===== src/rtl/imm_pkg.sv =====
// Shared opcode map and immediate format codes
// for the immediate decode stage.
package imm_pkg;

  localparam logic [6:0] OP_LOAD   = 7'b0000011;
  localparam logic [6:0] OP_FENCE  = 7'b0001111;
  localparam logic [6:0] OP_IMM    = 7'b0010011;
  localparam logic [6:0] OP_AUIPC  = 7'b0010111;
  localparam logic [6:0] OP_IMM_32 = 7'b0011011;
  localparam logic [6:0] OP_STORE  = 7'b0100011;
  localparam logic [6:0] OP_OP     = 7'b0110011;
  localparam logic [6:0] OP_LUI    = 7'b0110111;
  localparam logic [6:0] OP_OP_32  = 7'b0111011;
  localparam logic [6:0] OP_BRANCH = 7'b1100011;
  localparam logic [6:0] OP_JALR   = 7'b1100111;
  localparam logic [6:0] OP_JAL    = 7'b1101111;
  localparam logic [6:0] OP_SYSTEM = 7'b1110011;

  // Nine codes, so the field is 4 bits wide.
  typedef enum logic [3:0] {
    FMT_NONE = 4'd0,
    FMT_I    = 4'd1,
    FMT_S    = 4'd2,
    FMT_B    = 4'd3,
    FMT_U    = 4'd4,
    FMT_J    = 4'd5,
    FMT_R    = 4'd6,
    FMT_SH   = 4'd7,
    FMT_CSR  = 4'd8
  } fmt_e;

endpackage


===== src/rtl/imm_if.sv =====
// Valid/ready bus between fetch, the immediate
// decode stage and execute.
interface imm_if #(
  parameter int XLEN  = 32,
  parameter int TAG_W = 8
);
  import imm_pkg::*;

  logic             in_valid;
  logic             in_ready;
  logic [31:0]      in_instr;
  logic [TAG_W-1:0] in_tag;
  logic             out_valid;
  logic             out_ready;
  logic [XLEN-1:0]  out_imm;
  fmt_e             out_fmt;
  logic             out_illegal;
  logic [TAG_W-1:0] out_tag;

  modport master (
    output in_valid, in_instr, in_tag, out_ready,
    input  in_ready, out_valid, out_imm, out_fmt,
    input  out_illegal, out_tag
  );

  modport slave (
    input  in_valid, in_instr, in_tag, out_ready,
    output in_ready, out_valid, out_imm, out_fmt,
    output out_illegal, out_tag
  );

endinterface


===== src/rtl/imm_decode_stage_extract.sv =====
// Combinational immediate extraction for all
// RV32I/RV64I formats.
module imm_extract
  import imm_pkg::*;
#(
  parameter int XLEN = 32
) (
  input  logic [31:0]     instr,
  output logic [XLEN-1:0] imm,
  output fmt_e            fmt,
  output logic            illegal
);

  localparam bit RV64 = (XLEN == 64);

  logic [6:0] op;
  logic [2:0] f3;
  logic       is_sh;
  logic       sh_ok;
  logic [5:0] shamt;

  function automatic logic [XLEN-1:0] sx(
    input logic [31:0] v
  );
    return XLEN'($signed(v));
  endfunction

  assign op    = instr[6:0];
  assign f3    = instr[14:12];
  assign is_sh = (f3 == 3'b001) || (f3 == 3'b101);
  assign shamt = RV64 ? instr[25:20]
                      : {1'b0, instr[24:20]};

  // Upper funct bits must select SLLI/SRLI/SRAI;
  // on RV32 bit 25 belongs to funct7.
  always_comb begin
    sh_ok = 1'b0;
    if (RV64)
      sh_ok = (instr[31:26] == 6'b000000) ||
              (f3 == 3'b101 &&
               instr[31:26] == 6'b010000);
    else
      sh_ok = (instr[31:25] == 7'b0000000) ||
              (f3 == 3'b101 &&
               instr[31:25] == 7'b0100000);
  end

  // Opcode decode; unmatched encodings are illegal.
  always_comb begin
    imm     = '0;
    fmt     = FMT_NONE;
    illegal = 1'b0;
    unique case (1'b1)
      (op == OP_IMM) && is_sh: begin
        if (sh_ok) begin
          fmt = FMT_SH;
          imm = XLEN'(shamt);
        end else begin
          illegal = 1'b1;
        end
      end
      (op == OP_IMM) && !is_sh,
      op == OP_LOAD,
      op == OP_JALR,
      op == OP_FENCE,
      (op == OP_SYSTEM) && (f3 == 3'b000),
      RV64 && (op == OP_IMM_32): begin
        fmt = FMT_I;
        imm = sx({{20{instr[31]}}, instr[31:20]});
      end
      op == OP_STORE: begin
        fmt = FMT_S;
        imm = sx({{20{instr[31]}},
                  instr[31:25], instr[11:7]});
      end
      op == OP_BRANCH: begin
        fmt = FMT_B;
        imm = sx({{20{instr[31]}}, instr[7],
                  instr[30:25], instr[11:8], 1'b0});
      end
      op == OP_LUI,
      op == OP_AUIPC: begin
        fmt = FMT_U;
        imm = sx({instr[31:12], 12'b0});
      end
      op == OP_JAL: begin
        fmt = FMT_J;
        imm = sx({{12{instr[31]}}, instr[19:12],
                  instr[20], instr[30:21], 1'b0});
      end
      op == OP_OP,
      RV64 && (op == OP_OP_32): begin
        fmt = FMT_R;
      end
      (op == OP_SYSTEM) && (f3 != 3'b000): begin
        fmt = FMT_CSR;
        imm = XLEN'(instr[19:15]);
      end
      default: illegal = 1'b1;
    endcase
  end

endmodule


===== src/rtl/imm_decode_stage.sv =====
// Pipelined immediate decode: extractor, output
// register and one skid entry behind it.
module imm_decode_stage
  import imm_pkg::*;
#(
  parameter int XLEN  = 32,
  parameter int TAG_W = 8
) (
  input logic  clk,
  input logic  rst_n,
  input logic  flush,
  imm_if.slave bus
);

  if (XLEN != 32 && XLEN != 64) begin : g_bad_xlen
    $fatal(1, "imm_decode_stage: XLEN must be 32 or 64");
  end

  logic [XLEN-1:0]  dec_imm;
  fmt_e             dec_fmt;
  logic             dec_ill;

  logic             out_valid_q, out_valid_d;
  logic [XLEN-1:0]  out_imm_q, out_imm_d;
  fmt_e             out_fmt_q, out_fmt_d;
  logic             out_ill_q, out_ill_d;
  logic [TAG_W-1:0] out_tag_q, out_tag_d;

  logic             skid_valid_q, skid_valid_d;
  logic [XLEN-1:0]  skid_imm_q, skid_imm_d;
  fmt_e             skid_fmt_q, skid_fmt_d;
  logic             skid_ill_q, skid_ill_d;
  logic [TAG_W-1:0] skid_tag_q, skid_tag_d;

  logic acc;
  logic pop;

  imm_extract #(.XLEN(XLEN)) u_extract (
    .instr   (bus.in_instr),
    .imm     (dec_imm),
    .fmt     (dec_fmt),
    .illegal (dec_ill)
  );

  assign acc = bus.in_valid && !skid_valid_q;
  assign pop = out_valid_q && bus.out_ready;

  // Output refills from skid first, then input;
  // a stalled output diverts input into the skid.
  always_comb begin
    out_valid_d  = out_valid_q;
    out_imm_d    = out_imm_q;
    out_fmt_d    = out_fmt_q;
    out_ill_d    = out_ill_q;
    out_tag_d    = out_tag_q;
    skid_valid_d = skid_valid_q;
    skid_imm_d   = skid_imm_q;
    skid_fmt_d   = skid_fmt_q;
    skid_ill_d   = skid_ill_q;
    skid_tag_d   = skid_tag_q;
    if (flush) begin
      out_valid_d  = 1'b0;
      skid_valid_d = 1'b0;
    end else if (!out_valid_q || pop) begin
      if (skid_valid_q) begin
        out_valid_d  = 1'b1;
        out_imm_d    = skid_imm_q;
        out_fmt_d    = skid_fmt_q;
        out_ill_d    = skid_ill_q;
        out_tag_d    = skid_tag_q;
        skid_valid_d = 1'b0;
      end else if (acc) begin
        out_valid_d = 1'b1;
        out_imm_d   = dec_imm;
        out_fmt_d   = dec_fmt;
        out_ill_d   = dec_ill;
        out_tag_d   = bus.in_tag;
      end else begin
        out_valid_d = 1'b0;
      end
    end else if (acc) begin
      skid_valid_d = 1'b1;
      skid_imm_d   = dec_imm;
      skid_fmt_d   = dec_fmt;
      skid_ill_d   = dec_ill;
      skid_tag_d   = bus.in_tag;
    end
  end

  // State registers with async clear.
  always_ff @(posedge clk or negedge rst_n) begin
    if (!rst_n) begin
      out_valid_q  <= 1'b0;
      out_imm_q    <= '0;
      out_fmt_q    <= FMT_NONE;
      out_ill_q    <= 1'b0;
      out_tag_q    <= '0;
      skid_valid_q <= 1'b0;
      skid_imm_q   <= '0;
      skid_fmt_q   <= FMT_NONE;
      skid_ill_q   <= 1'b0;
      skid_tag_q   <= '0;
    end else begin
      out_valid_q  <= out_valid_d;
      out_imm_q    <= out_imm_d;
      out_fmt_q    <= out_fmt_d;
      out_ill_q    <= out_ill_d;
      out_tag_q    <= out_tag_d;
      skid_valid_q <= skid_valid_d;
      skid_imm_q   <= skid_imm_d;
      skid_fmt_q   <= skid_fmt_d;
      skid_ill_q   <= skid_ill_d;
      skid_tag_q   <= skid_tag_d;
    end
  end

  assign bus.in_ready    = !skid_valid_q;
  assign bus.out_valid   = out_valid_q;
  assign bus.out_imm     = out_imm_q;
  assign bus.out_fmt     = out_fmt_q;
  assign bus.out_illegal = out_ill_q;
  assign bus.out_tag     = out_tag_q;

endmodule


===== src/flat_wrapper.sv =====
// flat-port wrapper written by rule: the top's interface ports become plain ports
module imm_decode_stage_flat import imm_pkg::*;
#(
  parameter int XLEN  = 32,
  parameter int TAG_W = 8
)
  (clk, rst_n, flush, bus_in_valid, bus_in_instr, bus_in_tag, bus_out_ready, bus_in_ready, bus_out_valid, bus_out_imm, bus_out_fmt, bus_out_illegal, bus_out_tag);
  imm_if #(.XLEN(XLEN), .TAG_W(TAG_W)) bus_i ();
  input logic clk;
  input logic rst_n;
  input logic flush;
  input wire logic [$bits(bus_i.in_valid)-1:0] bus_in_valid;
  input wire logic [$bits(bus_i.in_instr)-1:0] bus_in_instr;
  input wire logic [$bits(bus_i.in_tag)-1:0] bus_in_tag;
  input wire logic [$bits(bus_i.out_ready)-1:0] bus_out_ready;
  output wire logic [$bits(bus_i.in_ready)-1:0] bus_in_ready;
  output wire logic [$bits(bus_i.out_valid)-1:0] bus_out_valid;
  output wire logic [$bits(bus_i.out_imm)-1:0] bus_out_imm;
  output wire logic [$bits(bus_i.out_fmt)-1:0] bus_out_fmt;
  output wire logic [$bits(bus_i.out_illegal)-1:0] bus_out_illegal;
  output wire logic [$bits(bus_i.out_tag)-1:0] bus_out_tag;
  assign bus_i.in_valid = bus_in_valid;
  assign bus_i.in_instr = bus_in_instr;
  assign bus_i.in_tag = bus_in_tag;
  assign bus_i.out_ready = bus_out_ready;
  assign bus_in_ready = bus_i.in_ready;
  assign bus_out_valid = bus_i.out_valid;
  assign bus_out_imm = bus_i.out_imm;
  assign bus_out_fmt = bus_i.out_fmt;
  assign bus_out_illegal = bus_i.out_illegal;
  assign bus_out_tag = bus_i.out_tag;
  imm_decode_stage #(.XLEN(XLEN), .TAG_W(TAG_W)) u_core (.clk(clk), .rst_n(rst_n), .flush(flush), .bus(bus_i));
endmodule

===== config.mk =====
export PLATFORM = sky130hd
export DESIGN_NAME = imm_decode_stage_flat
export DESIGN_NICKNAME = d
export VERILOG_FILES = /design/src/rtl/imm_pkg.sv /design/src/rtl/imm_if.sv /design/src/rtl/imm_decode_stage_extract.sv /design/src/rtl/imm_decode_stage.sv /design/src/flat_wrapper.sv
export SDC_FILE = /design/constraint.sdc
export NUM_CORES = 1
export LEC_CHECK = 0
export BUFFER_PORTS_ARGS = -buffer_cell sky130_fd_sc_hd__buf_2
export CAP_MARGIN = 20
export CORE_ASPECT_RATIO = 0.7
export CORE_MARGIN = 8
export CORE_UTILIZATION = 23
export CTS_BUF_LIST = sky130_fd_sc_hd__clkbuf_2
export DETAILED_ROUTE_END_ITERATION = 10
export PLACE_DENSITY_LB_ADDON = 0.2
export SLEW_MARGIN = 5
export SYNTH_ARGS = -nofsm -noshare
export SYNTH_HDL_FRONTEND = slang
export SYNTH_HIERARCHICAL = 1
export SYNTH_SLANG_ARGS = --single-unit

===== constraint.sdc =====
create_clock -name clk -period 1.5 [get_ports clk]
set_clock_uncertainty 0.05 [all_clocks]
set_input_delay 0.3 -clock clk [delete_from_list [all_inputs] [get_ports clk]]
set_output_delay 0.3 -clock clk [all_outputs]
set_load 0.02 [all_outputs]

## After elaboration in Yosys (flattened, before gate mapping)

Index checks and enable logic that the tools add are counted.

| operators by class | value |
|---|---|
| equality and inequality tests | 14 |
| multiplexer cells | 21 |
| bitwise operators | 2 |
| reductions and logical operators | 24 |

Operators by type and width:

| operator | number |
|---|---|
| $pmux 32 s7 | 1 |
| $mux 32 | 2 |
| $pmux 4 s8 | 1 |
| $eq 7x6->1 const B | 4 |
| $eq 7x7->1 const B | 4 |
| $mux 8 | 2 |
| $eq 7x5->1 const B | 2 |
| $reduce_or 12->1 | 1 |
| $mux 1 | 10 |
| $mux 4 | 2 |
| $eq 7x2->1 const B | 1 |
| $eq 7x4->1 const B | 1 |
| $logic_and 1x1->1 | 7 |
| $logic_not 7->1 | 1 |
| $reduce_and 3->1 | 2 |
| $reduce_bool 3->1 | 2 |
| $mux 5 | 1 |
| $reduce_or 5->1 | 1 |
| $reduce_bool 2->1 | 2 |
| $eq 3x1->1 const B | 1 |
| $eq 3x3->1 const B | 1 |
| $logic_not 1->1 | 3 |
| $logic_not 3->1 | 1 |
| $logic_or 1x1->1 | 3 |
| 4 further kinds | 5 |

| word-level totals | value |
|---|---|
| bits in registers | 92 |
| word-level logic and storage cells | 71 |

## Longest topological paths before layout

Gate-level depths: netlist of run 1.

| logic depth | value |
|---|---|
| word-level depth | 8 |
| depth in mapped cells | 9 |

## Modules after synthesis

The synthesis of run 1 kept the hierarchy.

Modules (own cells, without submodules):

| module | times used | cells an instance | area an instance (sq um) | sequential area each (sq um) |
|---|---|---|---|---|
| imm_decode_stage | 1 | 249 | 4026.4 | 2302.2 |
| imm_extract | 1 | 94 | 636.9 | 0.0 |

## Worst setup path before layout of run 1

OpenSTA, ideal clock, no wires.

| timing | value |
|---|---|
| path kind | input-to-reg |
| start | input port bus_in_instr[3] |
| end | register u_core.out_ill_q (netlist: u_core/bus.out_illegal) |
| arrival time | 1.889 ns |
| data required time | 1.325 ns |
| path slack | -0.564 ns |
| stages | 8 |
| path buffers | 1 |
| cells stage by stage | buf_2 > nor2_1 > and4_1 > a22oi_4 > and2b_2 > and4b_1 > mux2_2 > mux2_2 |

| between the ends | value |
|---|---|
| cells in the longest elaborated chain, start to end | 6 |

RTL lines:

| what | RTL line | text |
|---|---|---|
| start, declared | flat_wrapper.sv:13 | `input wire logic [$bits(bus_i.in_instr)-1:0] bus_in_instr;` |
| $eq 7x5->1 / $eq 7x7->1 (equally long branches) | - |  |
| $logic_and 1x1->1 (on tied branches) | imm_decode_stage_extract.sv:62, imm_decode_stage_extract.sv:66, imm_decode_stage_extract.sv:95 |  |
| $reduce_or 12->1 (no source line) | - |  |
| $pmux 1 s2 * | imm_decode_stage_extract.sv:53 | `unique case (1'b1)` |
| named net u_core.dec_ill | imm_decode_stage.sv:21 | `logic dec_ill;` |
| $mux 1 * | imm_decode_stage.sv:72 | `end else if (acc) begin` |
| $mux 1 * | imm_decode_stage.sv:65 | `if (skid_valid_q) begin` |
| end signal, assigned | imm_decode_stage.sv:107 | `out_ill_q <= out_ill_d;` |
| end, declared | imm_decode_stage.sv:26 | `logic out_ill_q, out_ill_d;` |

The timed path passes the listed nets; every way through them passes the cells marked *. The select of a mux whose other input is x is not followed.
A chain may end at the register's enable or synchronous reset.

## Worst setup path in the final report of run 1

| timing | value |
|---|---|
| start | register u_core.skid_valid_q |
| end | register u_core.skid_imm_q[15] |

| between the ends | value |
|---|---|
| cells in the longest elaborated chain, start to end | 3 |

RTL lines:

| what | RTL line | text |
|---|---|---|
| start, declared | imm_decode_stage.sv:29 | `logic skid_valid_q, skid_valid_d;` |
| start signal, assigned | imm_decode_stage.sv:109 | `skid_valid_q <= skid_valid_d;` |
| $logic_not 1->1 | imm_decode_stage.sv:45 | `assign acc = bus.in_valid && !skid_valid_q;` |
| $logic_and 1x1->1 | imm_decode_stage.sv:45 |  |
| $reduce_and 3->1 (no source line) | - |  |
| end signal, assigned | imm_decode_stage.sv:110 | `skid_imm_q <= skid_imm_d;` |
| end, declared | imm_decode_stage.sv:30 | `logic [XLEN-1:0] skid_imm_q, skid_imm_d;` |

No other way between the ends.

==> run_results.csv, run 1 <==
group,metric,value,unit
clock_tree,h-tree-depth,3,
drt,drt-pass1-iter-count,4,
drt,postRouteAntennaNets,0,
layout,syn2layout_area_growth,59.30,%
setup_path,slowest_delay,0.50,ns
placement,place.gp.congestion,0.9339,
clock_tree,root_buffer,"clkbuf_2",
clock_tree,cts_sinks,92,
setup_path,critical_path_buf_inv_count,4,
setup_path,cp.required,2.01,ns
synthesis,synth-seq-area-share,49.37,%
placement,place_area,5843,um2
setup_path,rrSetupSlack,-0.32,ns
die,start_util,23.49,%
timing,fin_setup_tns,-22.70,ns
global_route,antenna_found_initial,2,
timing,setup_ws,-0.3175,ns
setup_path,cp_max_fo,6,
clock_tree,clk_pin_slew,0.28,ns
global_route,grt_pass1_vias,3939,
timing,setup_violations,137,
setup_path,crit_family,"buffers and inverters",
global_route,grt_first_pass_wirelength,23780,um
die,core_area,19850,um2
power,power,5.452,mW
drt,wl,15920,um
layout,final_nets,601,
timing,fin_crit,1.817,ns
timing,tightest_slew,0.5205,ns
setup_path,crit_path_frequent_cell,"buf_6",
hold_path,hold_class,"in2reg",
drt,maxUsedRoutingLayer,"met5",
synthesis,syn_avg_cell_area,13.60,um2
synthesis,synth_edf_count,0,
die,num_io_pins,92,
placement,portBuffers,91,
drt,drc,0,
clock_tree,clk_latency,0.62,ns
setup_path,reg2regPathDepth,7,
drt,vias_per_cell,4.374,
setup_path,endpoint,"u_core/skid_imm_q[15]",
setup_path,r2r_start,"u_core/skid_valid_q",
setup_path,path_cells,"buf_6 -> buf_6 -> nor2_4 -> nand3_4 -> buf_4 -> clkbuf_16 -> mux2_2",
timing,rsz0062_at_grt,"true",
drt,m1WireLength,7955,um
synthesis,synthTopCellsByArea,"dfrtp_1 49%, mux2_2 32%, a21o_1 3.7%",
power,powerDensity,734.0,nW/um2
synthesis,yosysWarnings,6,
timing,fin_crit_sh,121.2,%
synthesis,yosys.area.top_type_share,49.37,%
outcome,outcome,"complete, but fails checks",
setup_path,cp-start-kind,"flop",
synthesis,netlist_area,4663,um2
setup_path,worst_setup_path_end_kind,"flop",
layout,finalInstanceArea,7428,um2
synthesis,ys_ff_latch,92,
timing,finalHoldViolCount,0,
timing,drv_slew,0,
layout,diodes,0,
die,rows,43,
setup_path,crit_arrival,2.32,ns
layout,fillers,1931,
setup_path,crit_type,"reg2reg",
global_route,grt.total_usage,12.65,%
synthesis,yosys.area.top_type,"dfrtp_1",
setup_path,rr_endpoint,"u_core/skid_imm_q[15]",
drt,wl_met3,1040,um
setup_path,critical_path.startpoint,"u_core/skid_valid_q",
placement,place_ws,-0.8783,ns
clock_tree,cts_buffers,9,
power,ir_drop,0.0003185,V
synthesis,postSynthCellCount,343,
synthesis,synthFlopType,"dfrtp_1",
die,die_area,25160,um2
timing,slew_headroom,64.86,%
drt,wl_per_cell,19.16,um
setup_path,cp_num_cells,7,
clock_tree,cts_tree,"built",
outcome,violations,"setup timing",
layout,drive_above_1_share,64.88,%
drt,met2_wirelength,6794,um
drt,routed-via-count,3635,
drt,drtIter0Drc,120,
synthesis,synthDistinctLibCells,46,
die,die_x,186.2,um
power,p_leak,3.790,nW
timing,max_freq,550.2,MHz
global_route,grt-ovfl-total,0,
synthesis,syn-num-nets,388,
global_route,grt_max_degree,57,
setup_path,crit_path_top_delay_cell,"dfrtp_2",
synthesis,synthArstFlopShare,100.0,%
placement,dp_hpwl,9697,um
clock_tree,clockBufferDepth,2,
die,die_y,135.1,um
run,maxCapViolCount,0,
==> routing by layer <==
layer / global-route usage [%] / vias to the layer above
met1: 17.80 / 1842
met4: 2.551 / 4
li1: - / 1684
met3: 4.341 / 12
met2: 18.41 / 93
met5: 0 / -
==> cell type report <==
class,instances,area [um2],area share (%)
clock buffer,9,45.04,0.6064
timing repair buffer,220,2217,29.85
inverter,7,31.28,0.4211
sequential,92,2305,31.03
clock inverter,7,73.82,0.9938
multi-input combinational,226,2419,32.56
tap,270,337.8,4.548
==> synth_stat cells, types with 2 or more instances <==
| cell type | instances |
|---|---|
| nand2_1 | 6 |
| inv_1 | 7 |
| nand2b_1 | 3 |
| nor2_1 | 6 |
| and4_1 | 2 |
| buf_6 | 11 |
| buf_2 | 3 |
| mux2_2 | 134 |
| a21oi_1 | 3 |
| or3_1 | 3 |
| clkbuf_1 | 2 |
| nor3b_1 | 2 |
| nand3_1 | 4 |
| nor2b_1 | 6 |
| nor3_1 | 3 |
| dfrtp_1 | 92 |
| buf_4 | 2 |
| a21o_1 | 23 |
| a22o_1 | 4 |
==> flip-flops by register name (all words and copies together) (netlist names) <==
name / flops
u_core/bus.out_illegal: 1
u_core/bus.out_valid: 1
u_core/bus.out_imm: 32
u_core/bus.out_tag: 8
u_core/skid_tag_q: 8
u_core/skid_fmt_q: 4
u_core/bus.out_fmt: 4
u_core/skid_ill_q: 1
u_core/skid_valid_q: 1
u_core/skid_imm_q: 32
==> layout by cell type, fill, tap and decap left out, types with 5 or more instances in the layout <==
cell / instances
a21o_1: 23
clkbuf_2: 9
mux2_2: 85
dfrtp_1: 90
buf_6: 54
buf_12: 13
nor2b_1: 6
dlygate4sd3_1: 25
buf_4: 71
mux2_4: 50
buf_2: 43
inv_1: 6
buf_16: 8
nand2_1: 5
==> repair_timing <==
action                                  in CTS  in global routing
endpoints found under the setup margin     137                137
hold buffers                                23                  2
buffers inserted                            33                 18
cloned                                      10                  5
gates resized for setup                    146                 18
hold endpoints to repair                   125                 10
pin swaps                                    4                  3
==> power by group <==
part	internal (mW)	switching, mW	leakage (nW)
logic	0.779	0.540	2.49
clock network	0.388	0.975	0.0626
registers	2.67	0.103	1.23
==> worst min path at each step <==
stage | start | endpoint | slack [ns] | cells after the start
after CTS | bus_in_instr[25] | u_core/skid_imm_q[25] | 0.002 | 4
after detailed placement | rst_n | u_core/bus.out_imm[16] | 0.10 | 1
after floorplan | rst_n | u_core/bus.out_fmt[0] | -0.05 | 0
after global placement | rst_n | u_core/bus.out_imm[16] | 0.10 | 1
final | bus_in_instr[26] | u_core/skid_imm_q[26] | 0.07 | 4
after global routing | bus_in_instr[26] | u_core/skid_imm_q[26] | 0.004 | 4
==> cells by family (layout without fill, tap and decap cells) <==
| logic type | after synthesis | in the layout | share of synthesized area [%] |
|---|---|---|---|
| flops | 92 | 92 | 49.37 |
| compound gates | 43 | 43 | 7.379 |
| buf+inv | 25 | 243 | 4.025 |
| xor+xnor | 1 | 1 | 0.1879 |
| mux | 135 | 135 | 32.60 |
| simple gates | 47 | 47 | 6.440 |
==> worst register-to-register path, delay by kind of cell (launching register included) <==
family	cells	cell delay [ns]
muxes	1	0.26
buffers and inverters	4	0.63
and+or+nand+nor	2	0.31
DFF	1	0.50
==> metrics by stage <==
step           cells  hold WS (ns)  utilization (%)
2_1_floorplan    343      -0.04559                -
3_3_place_gp     731        0.1022            29.43
3_5_place_dp     731        0.1012            29.43
4_1_cts          813      0.001629            36.57
5_1_grt          831      0.004172            37.42
6_report         831       0.06572            37.42
(Power assumes the default switching activity.)
==> run 2, diff against run 1 <==
- ABC_AREA: not set -> 1
==> run 2 against run 1 <==
  * The flow still finishes with violations (setup timing)
  * First-iteration DRC count rose to 3.3 times the previous value
  * Via count rose by 49%
  * Routed wire length rose by 26%
  * Largest cell class unchanged
  * Largest power group unchanged
==> run_results.csv, run 2 <==
group,metric,value,unit
synthesis,yosys.area.top_type,"dfrtp_1",
clock_tree,cts_sinks,92,
global_route,grt-ovfl-total,0,
timing,setup_violations,48,
power,ir_drop,0.0002367,V
global_route,grt_first_pass_wirelength,31800,um
die,start_util,23.26,%
synthesis,yosysWarnings,6,
synthesis,syn_avg_cell_area,6.914,um2
drt,drc,0,
timing,drv_slew,0,
clock_tree,h-tree-depth,3,
timing,finalHoldViolCount,0,
layout,fillers,2457,
clock_tree,clk_latency,0.63,ns
timing,rsz0062_at_grt,"true",
synthesis,synthArstFlopShare,100.0,%
timing,fin_crit,1.727,ns
synthesis,syn-num-nets,802,
layout,final_cells,1256,
layout,mostFrequentLayoutCell,"nand2_1",
synthesis,synthTopCellsByArea,"dfrtp_1 44%, nand2_1 27%, nand3_1 12%",
drt,wl,20010,um
die,rows,46,
synthesis,synth_compound_area_share,2.701,%
synthesis,netlist_area,5234,um2
layout,layout_common_cells,"374 x nand2_1, 121 x nand3_1, 91 x dfrtp_1",
drt,vias_per_cell,4.303,
setup_path,crit_type,"reg2out",
power,p_leak,4.298,nW
drt,drtIter0Drc,394,
setup_path,cp.required,1.15,ns
placement,dp_hpwl,13710,um
drt,routed-via-count,5405,
timing,setup_ws,-0.2266,ns
clock_tree,clk_pin_slew,0.27,ns
timing,slew_headroom,74.76,%
power,powerDensity,705.2,nW/um2
clock_tree,clockBufferDepth,2,
synthesis,synthXorXnorAreaFrac,0,%
setup_path,cp_max_fo,2,
layout,drive_above_1_share,25.77,%
synthesis,synth_top_family_by_area,"simple AND/OR/NAND/NOR gates",
global_route,antenna_found_initial,1,
synthesis,synth_common_cells,"376 x nand2_1, 121 x nand3_1, 92 x dfrtp_1",
clock_tree,cts_buffers,9,
drt,wl_per_cell,15.93,um
die,die_y,142.2,um
run,maxCapViolCount,0,
placement,placed_cells,1184,
placement,portBuffers,91,
placement,place.gp.congestion,0.8402,
hold_path,min-delay-start,"bus_in_instr[9]",
hold_path,hold_class,"in2reg",
global_route,grt.total_usage,14.56,%
drt,drt-pass1-iter-count,5,
setup_path,worst_setup_path_end_kind,"output port",
synthesis,yosys.area_share.simple,46.12,%
synthesis,synth.area.mux_share,0,%
global_route,grt_max_degree,46,
synthesis,synth-seq-area-share,43.99,%
synthesis,postSynthCellCount,757,
die,core_area,22500,um2
setup_path,cp-start-kind,"flop",
synthesis,synthDistinctLibCells,23,
timing,fin_crit_sh,115.1,%
layout,final_nets,983,
die,die_x,196.3,um
synthesis,ys_ff_latch,92,
outcome,violations,"setup timing",
drt,postRouteAntennaNets,0,
timing,whs,0.05883,ns
synthesis,yosys.area.top_type_share,43.99,%
global_route,grt_pass1_vias,5291,
synthesis,synth_most_common_cell,"nand2_1",
synthesis,synthAdderAreaFrac,0,%
layout,syn2layout_area_growth,45.33,%
setup_path,critical_path.startpoint,"u_core/skid_valid_q",
setup_path,crit_arrival,1.38,ns
timing,tightest_slew,0.3757,ns
layout,fin_util,33.80,%
setup_path,r2r_start,"u_core/skid_valid_q",
die,num_io_pins,92,
synthesis,synthFlopType,"dfrtp_1",
die,die_area,27920,um2
clock_tree,cts_tree,"built",
clock_tree,root_buffer,"clkbuf_2",
outcome,outcome,"complete, but fails checks",
timing,max_freq,579.2,MHz
synthesis,synth_edf_count,0,
==> run 2: repair_timing <==
| item | in CTS | in global routing |
|---|---|---|
| hold buffers | 21 | 0 |
| endpoints found under the hold margin | 120 | 0 |
| setup buffers | 23 | 7 |
| gates resized for setup | 103 | 7 |
| endpoints found under the setup margin | 81 | 91 |
| pin swaps | 0 | 3 |
| gates cloned | 5 | 1 |
==> run 2: layout make-up <==
class                      instances  area [um2]  share of cell area (%)
inverter                          34       130.1                   1.711
clock inverter                     7       65.06                  0.8554
multi-input combinational        585        2582                   33.95
clock buffer                       9       45.04                  0.5922
sequential                        92        2303                   30.28
antenna                            1       2.502                 0.03290
tap                              312       390.4                   5.132
timing repair buffer             216        2087                   27.44
==> run 2: cells by family after synthesis <==
kind of cell	count (synthesis)
and+or+nand+nor	561
DFF	92
buffers and inverters	80
AOI/OAI and AO/OA	24
==> run 2: worst paths after layout <==
kind                                               end  slack (ns)  depth (start not counted)
worst min register to register    u_core/skid_imm_q[3]        0.46                          2
worst max-delay path                      bus_in_ready       -0.23                          3
min in group asynchronous       u_core/bus.out_imm[27]        0.10                          3
max in group asynchronous       u_core/bus.out_imm[26]        0.75                          3
worst min-delay path              u_core/skid_imm_q[2]        0.06                          5
worst max register to register  u_core/bus.out_imm[28]           0                          8
==> run 2: worst max-delay path: stages (launching register included) <==
cell     delay [ns]
dfrtp_2        0.49
inv_4          0.07
buf_12         0.11
buf_8          0.10
==> run 2: power by group <==
part / total, mW / internal [mW] / switching (mW)
Clock: 1.30 / 0.269 / 1.04
Sequential: 2.78 / 2.67 / 0.115
Combinational: 1.28 / 0.591 / 0.684
==> run 2: per-stage QoR <==
stage	power (mW)	setup WS (ns)	area (um2)	setup TNS [ns]
final	5.364	-0.2266	7606	-3.999
after global routing	5.658	-0.3140	7606	-8.631
after CTS	5.411	-0.2964	7491	-6.790
after detailed placement	3.795	-0.3741	6539	-18.21
after global placement	3.790	-0.3943	6539	-17.63
after floorplan	3.296	-0.001145	5238	-0.01253
==> run 2: layer usage <==
metal / vias to the layer above / part of all wire, % / GRT usage, %
li1: 2773 / - / -
met1: 2510 / 56 / 22.90
met2: 113 / 39 / 19.65
met3: 9 / 4.2 / 3.544
met4: 0 / 0.67 / 1.949
met5: - / 0 / 0
